$ cat config.mk
export PLATFORM = sky130hd
export DESIGN_NAME = booth_multiplier_seq
export DESIGN_NICKNAME = d
export VERILOG_FILES = /design/src/rtl/mult_pkg.sv /design/src/rtl/booth_multiplier_seq_booth_step.sv /design/src/rtl/booth_multiplier_seq.sv
export SDC_FILE = /design/constraint.sdc
export NUM_CORES = 1
export LEC_CHECK = 0
export CAP_MARGIN = 20
export CORE_AREA = 2 2 87 89
export DETAILED_ROUTE_END_ITERATION = 8
export DIE_AREA = 0 0 89 91
export SYNTH_ARGS = -nofsm -noshare
export SYNTH_HDL_FRONTEND = slang
export SYNTH_SLANG_ARGS = --single-unit
$ cat constraint.sdc
create_clock -name clk -period 3.6 [get_ports clk]
set_input_delay 0.72 -clock clk [delete_from_list [all_inputs] [get_ports clk]]
set_output_delay 0.72 -clock clk [all_outputs]
set_load 0.02 [all_outputs]
$ cat src/rtl/mult_pkg.sv
// Shared types and constants for the sequential Booth multiplier.
// The cnt width ITER_W is derived in the top via clog2(WIDTH+2).
package mult_pkg;

  typedef enum logic [1:0] {
    IDLE,
    RUN,
    DONE
  } state_t;

  localparam logic [1:0] BOOTH_ADD = 2'b01;
  localparam logic [1:0] BOOTH_SUB = 2'b10;

  function automatic int clog2(input int v);
    int r;
    r = 0;
    while ((1 << r) < v) r++;
    return r;
  endfunction

endpackage

$ cat src/rtl/booth_multiplier_seq_booth_step.sv
// One radix-2 Booth iteration: conditional add/sub of M,
// then an arithmetic right shift of {acc,mq,q_1}.
module booth_step
  import mult_pkg::*;
#(
  parameter int AW = 9,
  parameter int QW = 8
) (
  input  logic [AW-1:0] acc,
  input  logic [QW-1:0] mq,
  input  logic          q_1,
  input  logic [AW-1:0] m,
  output logic [AW-1:0] acc_n,
  output logic [QW-1:0] mq_n,
  output logic          q_1_n
);

  logic [AW-1:0] sum;

  always_comb begin
    sum = acc;
    case ({mq[0], q_1})
      BOOTH_ADD: sum = acc + m;
      BOOTH_SUB: sum = acc - m;
      default:   sum = acc;
    endcase
  end

  assign acc_n = {sum[AW-1], sum[AW-1:1]};
  assign mq_n  = {sum[0], mq[QW-1:1]};
  assign q_1_n = mq[0];

endmodule

$ cat src/rtl/booth_multiplier_seq.sv
// Sequential radix-2 Booth multiplier, one iteration per clock.
// MULT_UNSIGNED_MODE_EN adds the sgn port (signed/unsigned select).
module booth_multiplier_seq
  import mult_pkg::*;
#(
  parameter int WIDTH = 8
) (
  input  logic               clk,
  input  logic               rst,
  input  logic               in_valid,
  output logic               in_ready,
  input  logic [WIDTH-1:0]   A,
  input  logic [WIDTH-1:0]   B,
`ifdef MULT_UNSIGNED_MODE_EN
  input  logic               sgn,
`endif
  input  logic               pause,
  output logic [2*WIDTH-1:0] Q,
  output logic               flag,
  input  logic               out_ready
);

`ifdef MULT_UNSIGNED_MODE_EN
  localparam int EW = WIDTH + 1;
`else
  localparam int EW = WIDTH;
`endif
  localparam int ITER_W = clog2(WIDTH + 2);

  state_t state, state_n;

  logic [EW:0]       m, acc, acc_n;
  logic [EW-1:0]     mq, mq_n;
  logic              q_1, q_1_n;
  logic [ITER_W-1:0] cnt;
  logic [EW-1:0]     a_x, b_x;
  logic [2*EW-1:0]   prod;
  logic              accept, step, last;

`ifdef MULT_UNSIGNED_MODE_EN
  assign a_x = {sgn & A[WIDTH-1], A};
  assign b_x = {sgn & B[WIDTH-1], B};
`else
  assign a_x = A;
  assign b_x = B;
`endif

  assign in_ready = (state == IDLE);
  assign flag     = (state == DONE);
  assign accept   = in_valid & in_ready;
  assign step     = (state == RUN) & ~pause;
  assign last     = step & (cnt == ITER_W'(1));
  assign prod     = {acc_n[EW-1:0], mq_n};

  booth_step #(
    .AW(EW + 1),
    .QW(EW)
  ) u_step (
    .acc  (acc),
    .mq   (mq),
    .q_1  (q_1),
    .m    (m),
    .acc_n(acc_n),
    .mq_n (mq_n),
    .q_1_n(q_1_n)
  );

  always_ff @(posedge clk or posedge rst) begin
    if (rst) state <= IDLE;
    else     state <= state_n;
  end

  always_comb begin
    state_n = state;
    unique case (state)
      IDLE:    if (accept)    state_n = RUN;
      RUN:     if (last)      state_n = DONE;
      DONE:    if (out_ready) state_n = IDLE;
      default: state_n = IDLE;
    endcase
  end

  always_ff @(posedge clk or posedge rst) begin
    if (rst) begin
      m   <= '0;
      acc <= '0;
      mq  <= '0;
      q_1 <= 1'b0;
      cnt <= '0;
      Q   <= '0;
    end else if (accept) begin
      m   <= {a_x[EW-1], a_x};
      acc <= '0;
      mq  <= b_x;
      q_1 <= 1'b0;
      cnt <= ITER_W'(EW);
    end else if (step) begin
      acc <= acc_n;
      mq  <= mq_n;
      q_1 <= q_1_n;
      cnt <= cnt - 1'b1;
      // Product is taken from the post-shift values of the final step.
      if (last) Q <= prod[2*WIDTH-1:0];
    end
  end

endmodule

== Yosys cells after proc, flatten, opt, wreduce, memory -nomap -nowiden ==
Index checks and enable logic that the tools add are counted.

* $add $sub $neg: 3
* Equal/unequal tests: 8
* Muxes and demuxes: 13
* Bitwise operators: 5
* Reduce and logical (&&, ||, !) cells: 4

{| class="wikitable"
|+ Operator list
! operator !! count
|-
| $mux W9 || 2
|-
| $pmux W9 S2 || 1
|-
| $mux W8 || 2
|-
| $add A9 B9 Y9 || 1
|-
| $sub A9 B9 Y9 || 1
|-
| $mux W4 || 2
|-
| $mux W2 || 3
|-
| $pmux W2 S3 || 1
|-
| $reduce_and A3 Y1 || 2
|-
| $eq A2 B1 Y1 const B || 2
|-
| $eq A2 B2 Y1 const B || 2
|-
| $eq A4 B1 Y1 const B || 1
|-
| $ne A2 B1 Y1 const B || 2
|-
| $sub A4 B1 Y4 const B || 1
|-
| $and A1 B1 Y1 || 3
|-
| $logic_not A2 Y1 || 1
|-
| $mux W1 || 2
|-
| $ne A2 B2 Y1 const B || 1
|-
| $not A1 Y1 || 2
|-
| $reduce_bool A2 Y1 || 1
|}

* Register bits: 48
* Bits of input ports: 21
* Output and inout port bits: 18

== Logic depth before layout (Yosys ltp) ==
* Depth after elaboration: 5
* Depth in mapped cells: 13

== By module ==
Synthesis repeated with hierarchy kept, for this count alone.

* Cells, all modules: 231
* Area, all modules: 2680.1 um^2

{| class="wikitable"
|+ Modules (own cells, without submodules)
! module !! times used !! cells an instance !! area each (um^2) !! sequential area each (um^2)
|-
| booth_multiplier_seq || 1 || 129 || 1945.6 || 1201.2
|-
| booth_step || 1 || 102 || 734.5 || 0.0
|}

== Least setup slack after synthesis ==
Ideal clock, no wire load.

* Kind: register to register
* Start point: register q_1
* End point: register Q[12]
* Arrival: 2584 ps
* Slack: 886 ps
* Cell stages (with the launch flop): 12
* Period minus slack after synthesis: 2714 ps
* Path through: dfrtp_1 > inv_1 > ha_1 > clkbuf_1 > mux2i_1 > ha_1 > nor2b_1 > o21a_1 > o21a_1 > mux2_4 > a2111oi_4 > o21ai_1

* Cells in the longest elaborated chain, start to end: 2
* Elaborated cells on any way between the ends: 3
* Those cells by class: 2 x eq/ne; 1 x mux

{| class="wikitable"
|+ RTL lines
! what !! line !! RTL
|-
| start: declaration || booth_multiplier_seq.sv:34 || <nowiki>logic q_1, q_1_n;</nowiki>
|-
| start signal: assignment || booth_multiplier_seq.sv:100 || <nowiki>q_1 <= q_1_n;</nowiki>
|-
| $eq A2 B2 Y1 / $eq A2 B1 Y1 (equally long branches) || booth_multiplier_seq_booth_step.sv:22 || <nowiki>case ({mq[0], q_1})</nowiki>
|-
| $pmux W9 S2 * || booth_multiplier_seq_booth_step.sv:22 ||
|-
| end signal: assignment || booth_multiplier_seq.sv:103 || <nowiki>if (last) Q <= prod[2*WIDTH-1:0];</nowiki>
|-
| end: declaration || booth_multiplier_seq.sv:18 || <nowiki>output logic [2*WIDTH-1:0] Q,</nowiki>
|}

Mark *: on every way between the ends. The rest lies on a longest branch, timed or not.
A chain may end at the register's enable or synchronous reset.

== Final worst setup path ==
Ends and elaborated chain as after synthesis.

==> results.json <==
{
  "worst_r2r_path_depth": 10,
  "worst_path_dominant_cell_family": "compound AO/OA/AOI/OAI gates",
  "die_area_um2": 8100,
  "class_of_the_worst_hold_path": "flip-flop to flip-flop",
  "async_reset_ff_share_pct": 100,
  "cp.arrival_ns": 2.98,
  "grt_first_pass_wirelength_mm": 9.16,
  "synth_sequential_area_ratio_pct": 45.5,
  "final_layout_size_suffix_gt1_share_pct": 9.74,
  "numCtsBuffers": 5,
  "die_width_um": 89,
  "critical_path_buf_inv_count": 1,
  "grt_antenna_before_repair": 0,
  "kind_of_start_point_of_the_critical_path": "flip-flop",
  "synth_warn": 0,
  "cts_sinks": 47,
  "cts_hold_repair.buffers": 0,
  "routabilityCongestion": 0.792,
  "worstSetupStartpoint": "q_1",
  "worst_setup_path_endpoint": "Q[12]",
  "worst_pin_slew_ns": 0.787,
  "timing.critical_path.required_ns": 3.78,
  "run_status": "complete, no violations",
  "h-tree-depth": 2,
  "clock_latency_on_the_worst_skew_pair_ns": 0.30,
  "port-buffer-count": 38,
  "nFillCells": 731,
  "worstPathCellList": "inv_1 > ha_1 > mux2i_1 > ha_1 > nor2b_1 > o21a_1 > o21a_1 > mux2_4 > a2111oi_4 > o21ai_1",
  "rr_startpoint": "q_1",
  "postSynthNetCount": 302,
  "count_of_flip_flops_with_a_built_in_enable_after_synthesis": 0,
  "wl_per_cell_um": 13.2,
  "gr-usage-all-layers_pct": 14.3,
  "routed-via-count": 2002,
  "clock_tree.buffer_depth": 2,
  "cts_post_setup_buffers_inserted": 0,
  "timing.critical_path.slowest_cell_delay_ns": 0.38,
  "critPathMaxFanout": 9,
  "peakVddDrop_v": 0.000440,
  "first_pass_iteration_count_of_the_detailed_router": 4,
  "syn_area_per_cell_um2": 9.64,
  "hold_violations": 0,
  "reg2reg_slack_ns": 0.80,
  "core_um2": 7140,
  "cts.clk_slew.worst_paths_ns": 0.09,
  "yosys.cell_types.count": 45,
  "critical_path_stages": 10,
  "finalCriticalPeriod_ns": 2.80,
  "ctsResizeCount": 0,
  "cts-root-buf": "clkbuf_8",
  "rows": 31,
  "worst_path_max_delay_cell": "dfrtp_1",
  "period_share_pct": 77.7,
  "tritoncts": "done",
  "setup_violations": 0,
  "final_max_slew_viol_count": 0,
  "drc": 0,
  "total_leakage_power_uw": 0.00145,
  "setup-tns-final_ns": 0,
  "layout.nets": 341,
  "diodes": 0,
  "reg2reg_to": "Q[12]",
  "synth_area_um2": 2580,
  "power_density_nw_per_um2": 1080,
  "grt_start_max_net_pins": 48,
  "power.total_uw": 3460,
  "yosys_most_used_dff": "dfrtp_1",
  "floorplan.initialDensity_pct": 36.2,
  "chipHeight_um": 91,
  "critPathCaptureType": "flip-flop",
  "timing_worst_setup_path_type": "flip-flop to flip-flop",
  "postLayoutCoreUtil_pct": 45.0,
  "fmaxAchievable_ghz": 0.358,
  "number_of_global_route_vias_before_repair": 1917,
  "grt_setup_unrepaired": "false",
  "wirelength_mm": 5.38,
  "detail_route.iter0.violations": 54,
  "flow.area_growth_from_synthesis_pct": 24.4,
  "syn_inst": 268,
  "route.antenna.remaining_nets": 0,
  "grt.overflow.total": 0,
  "ys_ff_latch": 47,
  "final.setup_skew_ns": 0.00992,
  "floorplan.io_pins": 39,
  "post_dp_hpwl_mm": 3.88,
  "slew_headroom_pct": 47.6,
  "max-cap-violations": 0,
  "via_per_inst": 4.92
}
==> state kept, by name (all words and copies together) (netlist names) <==
signal and cells:
Q 16, acc 8, m 8, mq 8, cnt 4, state 2, q_1 1
==> tightest hold or removal path, stage by stage, from the launching register on <==
cell and delay [ns]:
dfrtp_1 0.35, nand2_1 0.04, o21ai_0 0.06
==> cell usage in the layout (no fill, tap or decap), types with 2 or more instances in the layout <==
| cell | synthesis | routed |
|---|---|---|
| nand3_1 | 3 | 3 |
| clkbuf_8 | 0 | 6 |
| inv_1 | 11 | 10 |
| buf_4 | 0 | 4 |
| nand2_1 | 53 | 53 |
| xor2_1 | 2 | 2 |
| a22oi_1 | 7 | 7 |
| a211oi_1 | 2 | 2 |
| nor4_1 | 2 | 2 |
| clkdlybuf4s50_1 | 0 | 38 |
| nor3_1 | 5 | 5 |
| o31ai_1 | 2 | 2 |
| o21ai_1 | 2 | 2 |
| nor3b_1 | 3 | 3 |
| nor2b_1 | 2 | 2 |
| mux2i_1 | 6 | 6 |
| o21ai_0 | 18 | 18 |
| mux2_2 | 9 | 9 |
| nor2_1 | 18 | 18 |
| ha_1 | 12 | 12 |
| dfrtp_1 | 47 | 47 |
| a22o_1 | 3 | 3 |
| nor4b_1 | 3 | 3 |
| o21a_1 | 2 | 2 |
| xnor2_1 | 10 | 10 |
| a21oi_1 | 13 | 13 |
| nand2b_1 | 3 | 3 |
==> cell type report <==
type | count | area (um2) | share of cell area [%]
flip-flops and latches | 47 | 1180 | 36.6
inverters | 11 | 41.3 | 1.28
repair buffers | 43 | 430 | 13.4
multi-input cells | 199 | 1320 | 41.1
clock inverters | 2 | 38.8 | 1.21
clock buffers | 6 | 82.6 | 2.57
well taps | 99 | 124 | 3.85
==> where the power goes <==
group          switching (uW)  total, uW  internal (uW)
combinational            1110       2080            976
sequential                192        957            765
clock                     190        419            229
==> cells in the mapped netlist (2+ instances only) <==
| cell | instances | area share, % |
|---|---|---|
| nand2_1 | 53 | 7.7 |
| dfrtp_1 | 47 | 46 |
| nor2_1 | 18 | 2.6 |
| o21ai_0 | 18 | 3.5 |
| a21oi_1 | 13 | 2.5 |
| ha_1 | 12 | 5.8 |
| inv_1 | 11 | 1.6 |
| xnor2_1 | 10 | 3.4 |
| mux2_2 | 9 | 3.9 |
| clkbuf_1 | 8 | 1.2 |
| a22oi_1 | 7 | 2.0 |
| mux2i_1 | 6 | 2.3 |
| nor3_1 | 5 | 0.97 |
| a22o_1 | 3 | 1.0 |
| buf_2 | 3 | 0.58 |
| nand2b_1 | 3 | 0.73 |
| nand3_1 | 3 | 0.58 |
| nor3b_1 | 3 | 0.87 |
| nor4b_1 | 3 | 1.0 |
| a211oi_1 | 2 | 0.58 |
| nor2b_1 | 2 | 0.48 |
| nor4_1 | 2 | 0.48 |
| o21a_1 | 2 | 0.58 |
| o21ai_1 | 2 | 0.39 |
| o31ai_1 | 2 | 0.58 |
| xor2_1 | 2 | 0.68 |
==> layer usage <==
| layer | routed length (um) | track usage (%) | part of all wire (%) | up-vias |
|---|---|---|---|---|
| met5 | 0 | 0 | 0 | - |
| met2 | 2610 | 22.4 | 48 | 33 |
| li1 | - | - | - | 1004 |
| met3 | 182 | 2.82 | 3.4 | 7 |
| met4 | 55 | 3.73 | 1.0 | 0 |
| met1 | 2540 | 20.1 | 47 | 958 |
==> cells by family (layout without fill, tap and decap cells) <==
| family | count (synthesis) | after routing | share of synthesized area (%) |
|---|---|---|---|
| buffers and inverters | 22 | 62 | 3.34 |
| adder cells (fa/ha/maj) | 13 | 13 | 6.59 |
| multiplexers | 16 | 16 | 6.83 |
| AO/OA/AOI/OAI | 58 | 58 | 15.3 |
| XOR/XNOR | 12 | 12 | 4.07 |
| AND/OR/NAND/NOR | 100 | 100 | 18.4 |
| flip-flops | 47 | 47 | 45.5 |
==> stage by stage <==
| step | std cells | cell area, um2 | hold WS, ns | setup slack [ns] |
|---|---|---|---|---|
| after global placement | 398 | 3070 | 0.472 | 0.866 |
| after detailed placement | 398 | 3070 | 0.474 | 0.810 |
| after global routing | 407 | 3210 | 0.534 | 0.610 |
| after floorplan | 268 | 2580 | 0.464 | 0.886 |
| final | 407 | 3210 | 0.483 | 0.803 |
| after CTS | 406 | 3190 | 0.494 | 0.790 |
==> how the worst min path moves through the flow <==
stage	start	cells after the start	slack, ns	end
2_1_floorplan	mq[1]	2	0.46	mq[1]
3_3_place_gp	Q[15]	2	0.47	Q[15]
3_5_place_dp	Q[15]	2	0.47	Q[15]
4_1_cts	Q[15]	2	0.49	Q[15]
5_1_grt	Q[12]	2	0.53	Q[12]
6_report	Q[15]	2	0.48	Q[15]
Power figures use the tool's default switching activity.
